## src/rtl/sync_fifo_param.sv

```systemverilog
`default_nettype none
// ============================================================================
// Module   : sync_fifo_param
// Purpose  : Single-clock parametrised FIFO used as a rate/burst buffer
//            between stream producers and consumers. It has programmable
//            almost-full/almost-empty thresholds, a selectable
//            first-word-fall-through read mode, and sticky
//            overflow/underflow error flags.
// Ports    : clk, rst (async, active-high)
//            buf_in/wr_en     - write side
//            rd_en/buf_out    - read side
//            err_clr          - synchronous clear of the sticky error flags
//            buf_empty/buf_full/buf_almost_full/buf_almost_empty - status
//            fifo_counter     - occupancy 0..DEPTH
//            overflow/underflow - sticky error flags
// Revision : 1.0 - initial release
// ============================================================================
module sync_fifo_param #(
  parameter int DATA_W   = 8,   // word width, >= 1
  parameter int DEPTH    = 16,  // entries, power of two, >= 4
  parameter int AF_LEVEL = 14,  // almost-full when count >= AF_LEVEL
  parameter int AE_LEVEL = 2,   // almost-empty when count <= AE_LEVEL
  parameter int FWFT     = 0    // 0: registered read, 1: fall-through
) (
  input  logic                     clk,
  input  logic                     rst,
  input  logic [DATA_W-1:0]        buf_in,
  input  logic                     wr_en,
  input  logic                     rd_en,
  input  logic                     err_clr,
  output logic [DATA_W-1:0]        buf_out,
  output logic                     buf_empty,
  output logic                     buf_full,
  output logic                     buf_almost_full,
  output logic                     buf_almost_empty,
  output logic [$clog2(DEPTH):0]   fifo_counter,
  output logic                     overflow,
  output logic                     underflow
);

  localparam int ADDR_W = $clog2(DEPTH);
  localparam int CNT_W  = ADDR_W + 1;

  localparam logic [CNT_W-1:0]  C_DEPTH  = CNT_W'(DEPTH);
  localparam logic [CNT_W-1:0]  C_AF_LVL = CNT_W'(AF_LEVEL);
  localparam logic [CNT_W-1:0]  C_AE_LVL = CNT_W'(AE_LEVEL);
  localparam logic [CNT_W-1:0]  C_CNT_1  = CNT_W'(1);
  localparam logic [ADDR_W-1:0] C_PTR_1  = ADDR_W'(1);

  // Storage (not reset: contents are meaningless until written)
  logic [DATA_W-1:0] mem_q [DEPTH];

  logic [ADDR_W-1:0] wr_ptr_q, wr_ptr_d;
  logic [ADDR_W-1:0] rd_ptr_q, rd_ptr_d;
  logic [CNT_W-1:0]  cnt_q,    cnt_d;
  logic              ovf_q,    ovf_d;
  logic              udf_q,    udf_d;

  logic              wr_acc;
  logic              rd_acc;

  // Status flags are pure decodes of the registered count, so they move on
  // the same edge as the counter and never see wr_en/rd_en directly.
  assign buf_empty        = (cnt_q == '0);
  assign buf_full         = (cnt_q == C_DEPTH);
  assign buf_almost_full  = (cnt_q >= C_AF_LVL);
  assign buf_almost_empty = (cnt_q <= C_AE_LVL);
  assign fifo_counter     = cnt_q;
  assign overflow         = ovf_q;
  assign underflow        = udf_q;

  // Accept decisions use only registered state: no bypass through a full or
  // empty FIFO even when both requests arrive together.
  assign wr_acc = wr_en & ~buf_full;
  assign rd_acc = rd_en & ~buf_empty;

  always_comb begin
    wr_ptr_d = wr_ptr_q;
    rd_ptr_d = rd_ptr_q;
    cnt_d    = cnt_q;
    ovf_d    = ovf_q;
    udf_d    = udf_q;

    if (wr_acc) wr_ptr_d = wr_ptr_q + C_PTR_1;
    if (rd_acc) rd_ptr_d = rd_ptr_q + C_PTR_1;

    case ({wr_acc, rd_acc})
      2'b10:   cnt_d = cnt_q + C_CNT_1;
      2'b01:   cnt_d = cnt_q - C_CNT_1;
      default: cnt_d = cnt_q;
    endcase

    // Clear first so a fresh error in the same cycle wins over err_clr.
    if (err_clr) begin
      ovf_d = 1'b0;
      udf_d = 1'b0;
    end
    if (wr_en & buf_full)  ovf_d = 1'b1;
    if (rd_en & buf_empty) udf_d = 1'b1;
  end

  always_ff @(posedge clk or posedge rst) begin
    if (rst) begin
      wr_ptr_q <= '0;
      rd_ptr_q <= '0;
      cnt_q    <= '0;
      ovf_q    <= 1'b0;
      udf_q    <= 1'b0;
    end else begin
      wr_ptr_q <= wr_ptr_d;
      rd_ptr_q <= rd_ptr_d;
      cnt_q    <= cnt_d;
      ovf_q    <= ovf_d;
      udf_q    <= udf_d;
    end
  end

  always_ff @(posedge clk) begin
    if (wr_acc) mem_q[wr_ptr_q] <= buf_in;
  end

  generate
    if (FWFT != 0) begin : g_fwft
      // Head word is shown combinationally; forced to zero while empty so
      // the output reads 0 out of reset and never exposes stale storage.
      assign buf_out = buf_empty ? '0 : mem_q[rd_ptr_q];
    end else begin : g_std
      logic [DATA_W-1:0] buf_out_q;

      always_ff @(posedge clk or posedge rst) begin
        if (rst) begin
          buf_out_q <= '0;
        end else if (rd_acc) begin
          buf_out_q <= mem_q[rd_ptr_q];
        end
      end

      assign buf_out = buf_out_q;
    end
  endgenerate

endmodule
`default_nettype wire

```

## config.mk

```make
export PLATFORM = sky130hd
export DESIGN_NAME = sync_fifo_param
export DESIGN_NICKNAME = d
export VERILOG_FILES = /design/src/rtl/sync_fifo_param.sv
export SDC_FILE = /design/constraint.sdc
export NUM_CORES = 1
export LEC_CHECK = 0
export CELL_PAD_IN_SITES_DETAIL_PLACEMENT = 0
export CELL_PAD_IN_SITES_GLOBAL_PLACEMENT = 1
export CORE_ASPECT_RATIO = 0.5
export CORE_UTILIZATION = 56
export CTS_CLUSTER_DIAMETER = 100
export DETAILED_ROUTE_END_ITERATION = 7
export PLACE_DENSITY_LB_ADDON = 0.12
export SETUP_SLACK_MARGIN = 0.1
export SKIP_LAST_GASP = 1
export SYNTH_ARGS = -nofsm -noshare
export SYNTH_HDL_FRONTEND = slang
export SYNTH_SLANG_ARGS = --single-unit
```

## constraint.sdc

```tcl
create_clock -name clk -period 8.4 [get_ports clk]
set_input_delay 1.68 -clock clk [delete_from_list [all_inputs] [get_ports clk]]
set_output_delay 1.68 -clock clk [all_outputs]
set_load 0.02 [all_outputs]
```

# ---- Word-level counts from Yosys, hierarchy flattened
# Memories as Yosys holds them, arrays and structs flattened. A register that Yosys moved wholly into a read port is not among the register bits.
# Index checks and enable logic that the tools add are counted.
dict set report word_totals {
  reg_bits 15
  latchBits 0
  ram_bits 128
  rom_bits 0
  input_bits 13
  output_inout_bits 19
  n_memories 1
}
# memory depth word_bits rd rd_ports_with_merged_regs write_ports line
set memory_table {}
lappend memory_table {mem_q 16 8 1 1 1 51} ;# logic [DATA_W-1:0] mem_q [DEPTH];
dict set report op_classes {
  add_sub_neg 4
  multipliers 0
  div 0
  n_lt_le_gt_ge 2
  eq_ne 3
  shift 0
  mux 6
  bitwise_logic 6
  n_reduce_logical 4
}
# op count
set op_table {}
lappend op_table {{$pmux W5 S2} 1}
lappend op_table {{$add A4 B1 Y4 const B} 2}
lappend op_table {{$reduce_bool A2 Y1} 3}
lappend op_table {{$add A5 B1 Y5 const B} 1}
lappend op_table {{$eq A5 B5 Y1 const B} 1}
lappend op_table {{$ge A5 B4 Y1 const B} 1}
lappend op_table {{$le A5 B2 Y1 const B} 1}
lappend op_table {{$logic_not A5 Y1} 1}
lappend op_table {{$mux W1} 5}
lappend op_table {{$sub A5 B1 Y5 const B} 1}
lappend op_table {{$and A1 B1 Y1} 4}
lappend op_table {{$eq A2 B1 Y1 const B} 1}
lappend op_table {{$eq A2 B2 Y1 const B} 1}
lappend op_table {{$not A1 Y1} 2}

# ---- Longest topological paths before layout
dict set report logic_depth {
  ltp_word 5
  mapped_depth 13
  depth_no_buf 10
}

# ---- Least setup slack after synthesis
# OpenSTA, ideal clock, no wires.
dict set report synth_path {
  path_type {input port to flip-flop}
  from {in wr_en}
  to {reg cnt_q[4], in the netlist fifo_counter[4]}
  setup_time_ps 123
  arrival_ps 3329
  t_required_ps 8277
  path_slack_ps 4948
  stages 11
  n_path_buf 2
  path_cell_list {o31a_1 > buf_6 > inv_1 > ha_1 > clkbuf_1 > xor2_1 > ha_1 > o211a_1 > o31ai_1 > a31oi_1 > xnor2_1}
}
dict set report synth_between {
  elab_chain_cells 3
  elab_cells_between_ends 5
  classes_between {eq/ne: 2; mux: 1; bitwise: 1; reduce/logical: 1}
}
# item line
set synth_lines {}
lappend synth_lines {{from (decl)} 28} ;# input logic wr_en,
lappend synth_lines {{$and A1 B1 Y1 *} 74} ;# assign wr_acc = wr_en & ~buf_full;
lappend synth_lines {{$eq A2 B1 Y1 or $eq A2 B2 Y1 (tied branches)} 87} ;# case ({wr_acc, rd_acc})
lappend synth_lines {{$pmux W5 S2 or $reduce_bool A2 Y1 (tied branches)} n/a}
lappend synth_lines {{to (signal assigned)} 112} ;# cnt_q <= cnt_d;
lappend synth_lines {{to (decl)} 55} ;# logic [CNT_W-1:0] cnt_q, cnt_d;
# Every way passes the cells marked *; elsewhere a longest branch is shown, timed or not.
# A chain may end at the register's enable or synchronous reset.

# ---- Worst setup path after layout
dict set report layout_path {
  from {reg cnt_q[1], in the netlist fifo_counter[1]}
  to {out buf_empty}
}
dict set report layout_between {
  elab_chain_cells 1
}
# item line
set layout_lines {}
lappend layout_lines {{$logic_not A5 Y1} 64} ;# assign buf_empty = (cnt_q == '0);
lappend layout_lines {{to (decl)} 32} ;# output logic buf_empty,
# Every way passes these cells.

==> metrics.cfg <==
[run_status]
outcome=complete, no violations

[placed_design]
dp_hpwl_um=7441
portBuffers=31
dp_cells=483
pre_cts_ws_ns=4.122
placed_area_sq_um=6534
gp_congestion=0.8503

[clock_tree]
cts_root_buffer=clkbuf_16
cts_tree=built
htreeDepth=4
cts_hold_buf=0
cts_resized=0
cts.clk_slew.worst_paths_ns=0.06
clk_latency_ns=0.42
cts_setup_buffers=0
cts_max_path_buffers=2
cts_buffers=17
clkSinkCount=151

[grt]
grt_usage=0.2267
grt_max_degree=35
grt_use_met3=0.07365
gr-total-overflow=0
grt_util_met2=0.3524
antenna_found_initial=0
grt_util_met1=0.3074
grt_pass1_vias=3083
grt_pass1_wl_um=17510
busiest_layer=met2

[yosys]
yosys_warnings=0
synthCells=325
yosysTopAreaCellShare=0.6290
yosys-top-cells-area=edfxtp_1, mux4_2, dfrtp_1
seq_area_frac_synth=0.7232
synth_fp_nets=347
synth_seq_cells=151
yosys_most_used_dff=edfxtp_1
async_flop_share=0.1523
yosysTopAreaCell=edfxtp_1
post_synth_instance_area_sq_um=6111
syn_avg_cell_area_sq_um=18.80
yosys.cell_types.count=39
synth_edf_count=128
synth.most_common_cell=edfxtp_1
synth_common_cells=edfxtp_1, mux4_2, dfrtp_1

[detailed_routing]
num_vias=3024
drt-vias-per-instance=5.883
wl_um=11420
route.detailed.drc=0
ant_nets=0
wl_per_cell_um=22.22
drt_iter0_drc=227
drtPass1Iterations=5

[power]
leakagePower_nw=2.432
p_per_area_nw_per_um2=339.8
p_total_mw=2.399
irDropWorstVdd_mv=0.1884

[timing]
tightestPinTransition_ns=1.106
slew_headroom=0.2628
finalWorstSetupSlack_ns=4.427
whs_ns=0.4872
period_needed_ns=3.973
slew_viol_final=0
hold_viol_final=0
setup_violations=0
fin_skew_ns=0.007832
fmax_mhz=251.7
rsz0062_at_grt=no
period_share=0.4730
fin_setup_tns_ns=0

[critical_path]
crit_required_ns=6.72
r2r_setup_slack_ns=5.23
start_kind=flip-flop
r2r-start=fifo_counter[1]
cp.arrival_ns=2.29
path_class=reg2out
crit_fanout=10
reg2reg_depth=10
endpoint_kind=primary output
r2r-end=fifo_counter[4]

[die]
num_io_pins=32
design.core.area_sq_um=10410
die_w_um=149.7
initial_core_util=0.5870
die_h_um=75.87
dieArea_sq_um=11360
fp-row-count=26

[worst_hold_path]
min_path_type=reg2reg
whs_endpoint=buf_out[7]
min_from=buf_out[7]
hold_depth=2

[final_layout]
area_growth_pct=15.52
instances_no_fill=514
final_core_util=0.6781
finalInstanceArea_sq_um=7059
antennaDiodeCount=0
fillers=655
nNetsFinal=384
layout-drive-gt1-share=0.1952
regArea_sq_um=4420
multiInputGateArea_sq_um=1553

[run]
maxCapViolCount=0

-- flip-flops by register name, summed over array words and instances (netlist names) --
name and count:
wr_ptr_q 4, fifo_counter 5, overflow 1, mem_q 128
buf_out 8, underflow 1, rd_ptr_q 4
-- where the power goes --
part / switching [mW] / internal, mW / leakage, nW
registers: 0.104 / 0.930 / 1.43
logic: 0.355 / 0.335 / 0.737
clock network: 0.296 / 0.377 / 0.261
total: 0.756 / 1.64 / 2.43
-- logic make-up after synthesis --
logic type	Yosys count	share of synthesized area
DFF	151	0.7232
and+or+nand+nor	54	0.04218
muxes	49	0.1460
buffers and inverters	27	0.02273
AOI/OAI and AO/OA	25	0.03317
xor gates and xnor gates	10	0.01433
adders and majority gates	9	0.01843
-- cells in the final DEF, fill, tap and decap left out, types with 5 or more instances in the layout --
cell type        instances
buf_4                    6
clkbuf_16               17
clkdlybuf4s50_1         31
clkinv_4                 5
dfrtp_1                 22
edfxtp_1               128
ha_1                     9
inv_1                    7
mux2i_1                 16
mux4_2                  32
nand2_1                 21
nor2_1                  15
nor3_1                   6
o221ai_1                 8
xnor2_1                  7
-- critical path, stage by stage, from the launching register on --
cell and delay, ns:
dfrtp_1 0.50, or3_4 0.47, nor3_1 0.24, clkdlybuf4s50_1 0.67
-- per-layer routing --
metal / wire length (um) / part of all wire
met5: 0 / 0
met4: 109 / 0.0095
met3: 917 / 0.080
met2: 5416 / 0.47
met1: 4978 / 0.44
-- layout make-up --
cell class                 instances  share of cell area
multi-input combinational        147              0.2200
sequential                       151              0.6262
inverter                           8            0.004254
timing repair buffer              37             0.05034
clock buffer                      17             0.06026
clock inverter                    14             0.01418
tap                              140             0.02481
-- worst max path at each step --
stage,from,endpoint,slack (ns),cells past startpoint
CTS,fifo_counter[1],buf_empty,4.43,3
finish,fifo_counter[1],buf_empty,4.43,3
global route,fifo_counter[1],buf_empty,4.32,3
detailed placement,wr_en,fifo_counter[4],4.12,10
floorplan,wr_en,fifo_counter[4],4.95,11
global placement,wr_en,fifo_counter[4],4.21,10
Power figures use the tool's default switching activity.
